--- config.mk ---
export PLATFORM = sky130hd
export DESIGN_NAME = ib_chk_decode
export DESIGN_NICKNAME = d
export VERILOG_FILES = /design/src/rtl/ib_chk_pkg.sv /design/src/rtl/ib_chk_decode.sv
export SDC_FILE = /design/constraint.sdc
export NUM_CORES = 1
export LEC_CHECK = 0
export ABC_AREA = 1
export BUFFER_PORTS_ARGS = -buffer_cell sky130_fd_sc_hd__buf_2
export CAP_MARGIN = 20
export CORE_AREA = 2 2 39 41
export DETAILED_ROUTE_END_ITERATION = 16
export DIE_AREA = 0 0 41 43
export GPL_TIMING_DRIVEN = 0
export PLACE_DENSITY_LB_ADDON = 0.12
export SLEW_MARGIN = 20
export SYNTH_ARGS = -nofsm -noshare
export SYNTH_HDL_FRONTEND = slang
export SYNTH_SLANG_ARGS = --single-unit
--- constraint.sdc ---
create_clock -name vclk -period 1.7
set_clock_uncertainty 0.2 [all_clocks]
set_input_delay 0.255 -clock vclk [all_inputs]
set_output_delay 0.255 -clock vclk [all_outputs]
set_load 0.01 [all_outputs]
--- src/rtl/ib_chk_pkg.sv ---
`default_nettype none
// ============================================================================
//  Module      : ib_chk_pkg
//  Description : Shared opcode constants, ITSTATE reset value and the ITSTATE
//                advance helper for the Thumb-16 branch/IT checker.
//  Revision    : 1.0 - initial release
// ============================================================================
package ib_chk_pkg;

  // Opcode / field match constants
  localparam logic [7:0] c_it_op       = 8'hBF;        // inst[15:8]
  localparam logic [3:0] c_cond_b_op   = 4'hD;         // inst[15:12]
  localparam logic [2:0] c_cond_excl   = 3'b111;       // inst[11:9]: UDF / SVC
  localparam logic [4:0] c_uncond_b_op = 5'b11100;     // inst[15:11]
  localparam logic [8:0] c_bx_op       = 9'b010001110; // inst[15:7]
  localparam logic [8:0] c_blx_op      = 9'b010001111; // inst[15:7]
  localparam logic [3:0] c_cb_op       = 4'hB;         // inst[15:12]

  // ITSTATE value outside any IT block
  localparam logic [7:0] c_itstate_rst = 8'h00;

  // Step ITSTATE past one instruction of an active IT block. When only the
  // terminating one remains in the mask the block is finished; otherwise the
  // mask (with the condition LSB) shifts left and the base condition holds.
  function automatic logic [7:0] itstate_advance(input logic [7:0] state);
    logic [7:0] next_state;
    if (state[2:0] == 3'b000) begin
      next_state = c_itstate_rst;
    end else begin
      next_state = {state[7:5], state[3:0], 1'b0};
    end
    return next_state;
  endfunction

endpackage : ib_chk_pkg
`default_nettype wire

--- src/rtl/ib_chk_decode.sv ---
`default_nettype none
// ============================================================================
//  Module      : ib_chk_decode
//  Description : Combinational classifier of one Thumb-16 halfword into
//                16-bit branch and IT instruction flags.
//  Revision    : 1.0 - initial release
// ============================================================================
module ib_chk_decode
  import ib_chk_pkg::*;
(
  input  logic [15:0] inst,
  output logic        b_d,
  output logic        it_d
);

  logic w_cond_b;
  logic w_uncond_b;
  logic w_bx_blx;
  logic w_cbz;

  // Decode each branch class and the IT instruction from the raw halfword
  always_comb begin
    // Conditional B excluding cond E (UDF) and F (SVC)
    w_cond_b   = (inst[15:12] == c_cond_b_op) && (inst[11:9] != c_cond_excl);
    w_uncond_b = (inst[15:11] == c_uncond_b_op);
    // BX / BLX register form; Rm and the SBZ bits are don't-care
    w_bx_blx   = (inst[15:7] == c_bx_op) || (inst[15:7] == c_blx_op);
    // CBZ / CBNZ: op bit 11 is the Z/NZ select, bits 10 and 8 fix the class
    w_cbz      = (inst[15:12] == c_cb_op) && !inst[10] && inst[8];
    b_d        = w_cond_b || w_uncond_b || w_bx_blx || w_cbz;
    // A zero mask is a hint (NOP/YIELD/...), not an IT
    it_d       = (inst[15:8] == c_it_op) && (inst[3:0] != 4'h0);
  end

endmodule : ib_chk_decode
`default_nettype wire

==> results of run 1 <==
logic make-up after synthesis:
| family | count (synthesis) | share of synthesized area [%] |
|---|---|---|
| buffers and inverters | 8 | 22.0 |
| and+or+nand+nor | 24 | 78.0 |
cell usage in the layout, fill, tap and decap left out:
cell,n
buf_2,14
inv_1,8
nand2_1,10
nand3_1,4
nor2_1,8
nor2_2,1
nor3b_2,1
power by group through the flow:
stage	Clock [mW]	Combinational [mW]	Sequential [mW]
2_1_floorplan	0	0.0145	0
6_report	0	0.0346	0
4_1_cts	0	0.0354	0
3_3_place_gp	0	0.0356	0
5_1_grt	0	0.0403	0
3_5_place_dp	0	0.0352	0
worst max-delay path: stages:
cell,delay [ps]
buf_2,120
nand2_1,60
inv_1,40
nand2_1,90
nor2_1,50
nor2_1,100
nand2_1,50
buf_2,130
layout make-up:
type                            count  area share [%]
Inverter                            8            13.3
Multi-Input combinational cell     24            47.0
Tap cell                           16            8.84
Timing Repair Buffer               14            30.9
worst min path at each step:
stage / to / cells past startpoint
after floorplan: it_d / 2
after global placement: it_d / 4
after detailed placement: it_d / 4
after CTS: it_d / 4
after global routing: it_d / 4
final: it_d / 4
stage by stage:
stage          hold slack (ps)  instance area (µm²)  instances  power (mW)  util (%)
3_5_place_dp               696                  226         62      0.0352      16.4
2_1_floorplan              437                  136         32      0.0145         -
3_3_place_gp               695                  226         62      0.0356      16.4
4_1_cts                    697                  226         62      0.0354      16.4
5_1_grt                    702                  226         62      0.0403      16.4
6_report                   687                  226         62      0.0346      16.4
routing by layer:
layer	up-vias	routed length, µm	part of all wire [%]
met3	0	53	14
met2	10	147	39
met4	0	0	0
li1	122	-	-
met5	-	0	0
met1	80	174	47
==> qor.yml, run 1 <==
outcome:
  status: "complete, no violations"
logic_synthesis:
  ys_top_cells_by_area: "nand2_1 (28%), inv_1 (22%), nor2_1 (22%)"
  ys_warn_count: 0
  syn_avg_cell_area_um2: 4.26
  netlist_area_um2: 136
  synth_cell_types: 6
  syn_inst: 32
  synthTopCellsByCount: "nand2_1 (10), inv_1 (8), nor2_1 (8)"
  synth_top_area_share_pct: 27.5
  seq_area_frac_synth_pct: 0
  synth.largest_area_cell: "nand2_1"
  syn_nets: 48
  synth_most_common_cell: "nand2_1"
place:
  hpwlAfterDp_um: 351
  dp_slack_ps: 326
  gp_congestion: 0.627
  numPortBuffers: 14
global_route:
  grt_max_degree: 4
  grt_pass1_wl_um: 586
  grt_pass1_vias: 176
  grtUsageTotal_pct: 4.40
  grt_overflow: 0
  use_met2_pct: 7.50
  globalRouteMet3Util_pct: 0
  grtUsageMet1_pct: 6.33
  antenna_found_initial: 0
  grt-busiest-layer: "met2"
detailed_routing:
  drtAntennaViolNets: 0
  num_vias: 212
  drt_first_pass_iters: 2
  wl_per_cell_um: 6.03
  drtIter0Drc: 1
  viasPerCell: 3.42
  drc: 0
  wl_um: 374
final_layout:
  nets: 64
  syn_to_final_growth_pct: 66.1
  register_area_um2: 0
  drive_gt1_share_pct: 34.8
  clkbuf_count: 0
  fillers: 168
  antennaDiodeCount: 0
  seq_cell_count: 0
  multi_input_area_um2: 106
sta:
  period_minus_slack_ps: 1350
  hold_violations: 0
  timing.final.crit_share_pct: 79.3
  maxSlewHeadroom_pct: 92.0
  final_max_slew_viol_count: 0
  setup_violations: 0
  tns_ps: 0
  worst-slew-pin-transition_ps: 120
  max_freq_mhz: 742
  worst_slack_ps: 352
  rsz0062_at_grt: "no"
clocking:
  hold_buffers: 0
  postCtsSetupBuffers: 0
  post_cts_resized: 0
power_and_ir_drop:
  switching_share_pct: 51.0
  intPower_mw: 0.0170
  p_per_area_nw_per_um2: 153
  p_comb_share_pct: 100.0
  seq_power_share_pct: 0
  switchingPower_mw: 0.0176
  ir_worst_vdd_mv: 0.0407
  clkPwrFrac_pct: 0
  p_leak_nw: 0.149
floorplanning:
  core-area_um2: 1380
  ioPinCount: 18
  dieHeight_um: 43
  die-area_um2: 1760
  start_util_pct: 9.86
  die_w_um: 41
  fp-row-count: 14
worst_setup_path:
  arrival_ps: 890
  cp_max_fo: 3
  start_kind: "primary input"
  setup.worst_path.class: "in -> out"
  required_ps: 1240
  crit_end: "b_d"
  cp-end-kind: "output port"
  startpoint: "inst[15]"
min_path:
  hp-start: "inst[8]"
  hold_class: "in -> out"
run:
  maxCapViolations: 0
Note: power is estimated with default switching activity, not from simulation.
==> inputs of run 2 (changes only) <==
==> constraint.sdc (replaced) <==
create_clock -name vclk -period 1.3
set_clock_uncertainty 0.2 [all_clocks]
set_input_delay 0.195 -clock vclk [all_inputs]
set_output_delay 0.195 -clock vclk [all_outputs]
set_load 0.01 [all_outputs]
==> qor.yml, run 2 (same netlist as run 1, synthesis figures left out) <==
sta:
  hold_violations: 0
  worst-slew-pin-transition_ps: 108
  rsz0062_at_grt: "no"
  maxSlewHeadroom_pct: 92.8
  final_max_slew_viol_count: 0
  holdWs_ps: 567
  setup_violations: 0
  period_minus_slack_ps: 1220
  timing.final.crit_share_pct: 93.8
  max_freq_mhz: 820
  worst_slack_ps: 80.1
  tns_ps: 0
final_layout:
  clkbuf_count: 0
  drive_gt1_share_pct: 41.3
  fin_util_pct: 17.1
  antennaDiodeCount: 0
  syn_to_final_growth_pct: 73.4
  final_common_cell: "buf_2"
  nets: 64
  stdcell_area_um2: 236
  final_cell_mix: "buf_2 (13), nand2_1 (9), inv_1 (8), nor2_1 (6), nand3_1 (4)"
  fillers: 167
  final_cells: 62
  register_area_um2: 0
  seq_cell_count: 0
global_route:
  grtUsageMet1_pct: 6.33
  grt_overflow: 0
  grtUsageTotal_pct: 4.40
  grt-busiest-layer: "met2"
  use_met2_pct: 7.50
  antenna_found_initial: 0
  grt_max_degree: 4
  grt_pass1_wl_um: 586
  grt_pass1_vias: 176
  globalRouteMet3Util_pct: 0
place:
  place_area_um2: 226
  dp_cells: 62
  numPortBuffers: 14
  hpwlAfterDp_um: 351
  dp_slack_ps: 46.5
  gp_congestion: 0.627
floorplanning:
  core-area_um2: 1380
  die_w_um: 41
  start_util_pct: 9.86
  die-area_um2: 1760
  dieHeight_um: 43
  fp-row-count: 14
  ioPinCount: 18
detailed_routing:
  drc: 0
  drt_first_pass_iters: 2
  drtAntennaViolNets: 0
  num_vias: 213
  wl_um: 377
  viasPerCell: 3.44
  wl_per_cell_um: 6.08
  drtIter0Drc: 3
worst_setup_path:
  arrival_ps: 820
  crit_end: "b_d"
  start_kind: "primary input"
  cp-end-kind: "output port"
  setup.worst_path.class: "in -> out"
  startpoint: "inst[12]"
  required_ps: 900
  cp_max_fo: 3
power_and_ir_drop:
  p_per_area_nw_per_um2: 204
  total_power_mw: 0.0482
  p_leak_nw: 0.150
  ir_worst_vdd_mv: 0.0552
outcome:
  status: "complete, no violations"
run:
  maxCapViolations: 0
clocking:
  postCtsSetupBuffers: 0
  post_cts_resized: 0
  hold_buffers: 0
min_path:
  hold_class: "in -> out"
run 2: cell counts in the layout (fill, tap and decap cells not counted):
No cell type changed its count.
run 2: worst max-delay path, cell delays in order:
cell and delay (ps):
buf_4 90, inv_1 30, nor2_1 110, nand2_2 80
nor2_2 100, nor2_1 40, nand2_1 50, buf_2 120
run 2: how the worst min path moves through the flow:
stage / start / endpoint / slack (ps) / cells past startpoint
finish: inst[8] / it_d / 570 / 4
global route: inst[8] / it_d / 580 / 4
CTS: inst[8] / it_d / 580 / 4
detailed placement: inst[8] / it_d / 580 / 4
global placement: inst[8] / it_d / 570 / 4
floorplan: inst[8] / it_d / 320 / 2
run 2: area by class of cell:
type	instances	area (µm²)	share of cell area (%)
Inverter	8	30.0	12.7
Multi-Input combinational cell	24	114	48.1
Timing Repair Buffer	14	72.6	30.7
Tap cell	16	20.0	8.47
run 2: per-layer routing:
| layer | part of all wire [%] | routed length (µm) | vias up |
|---|---|---|---|
| met5 | 0 | 0 | - |
| met4 | 0 | 0 | 0 |
| met3 | 14 | 53 | 0 |
| met2 | 40 | 149 | 10 |
| met1 | 46 | 174 | 81 |
| li1 | - | - | 122 |
run 2: power breakdown:
group,internal (mW),switching (mW)
combinational,0.0236,0.0245
sequential,0,0
clock,0,0
total,0.0236,0.0245
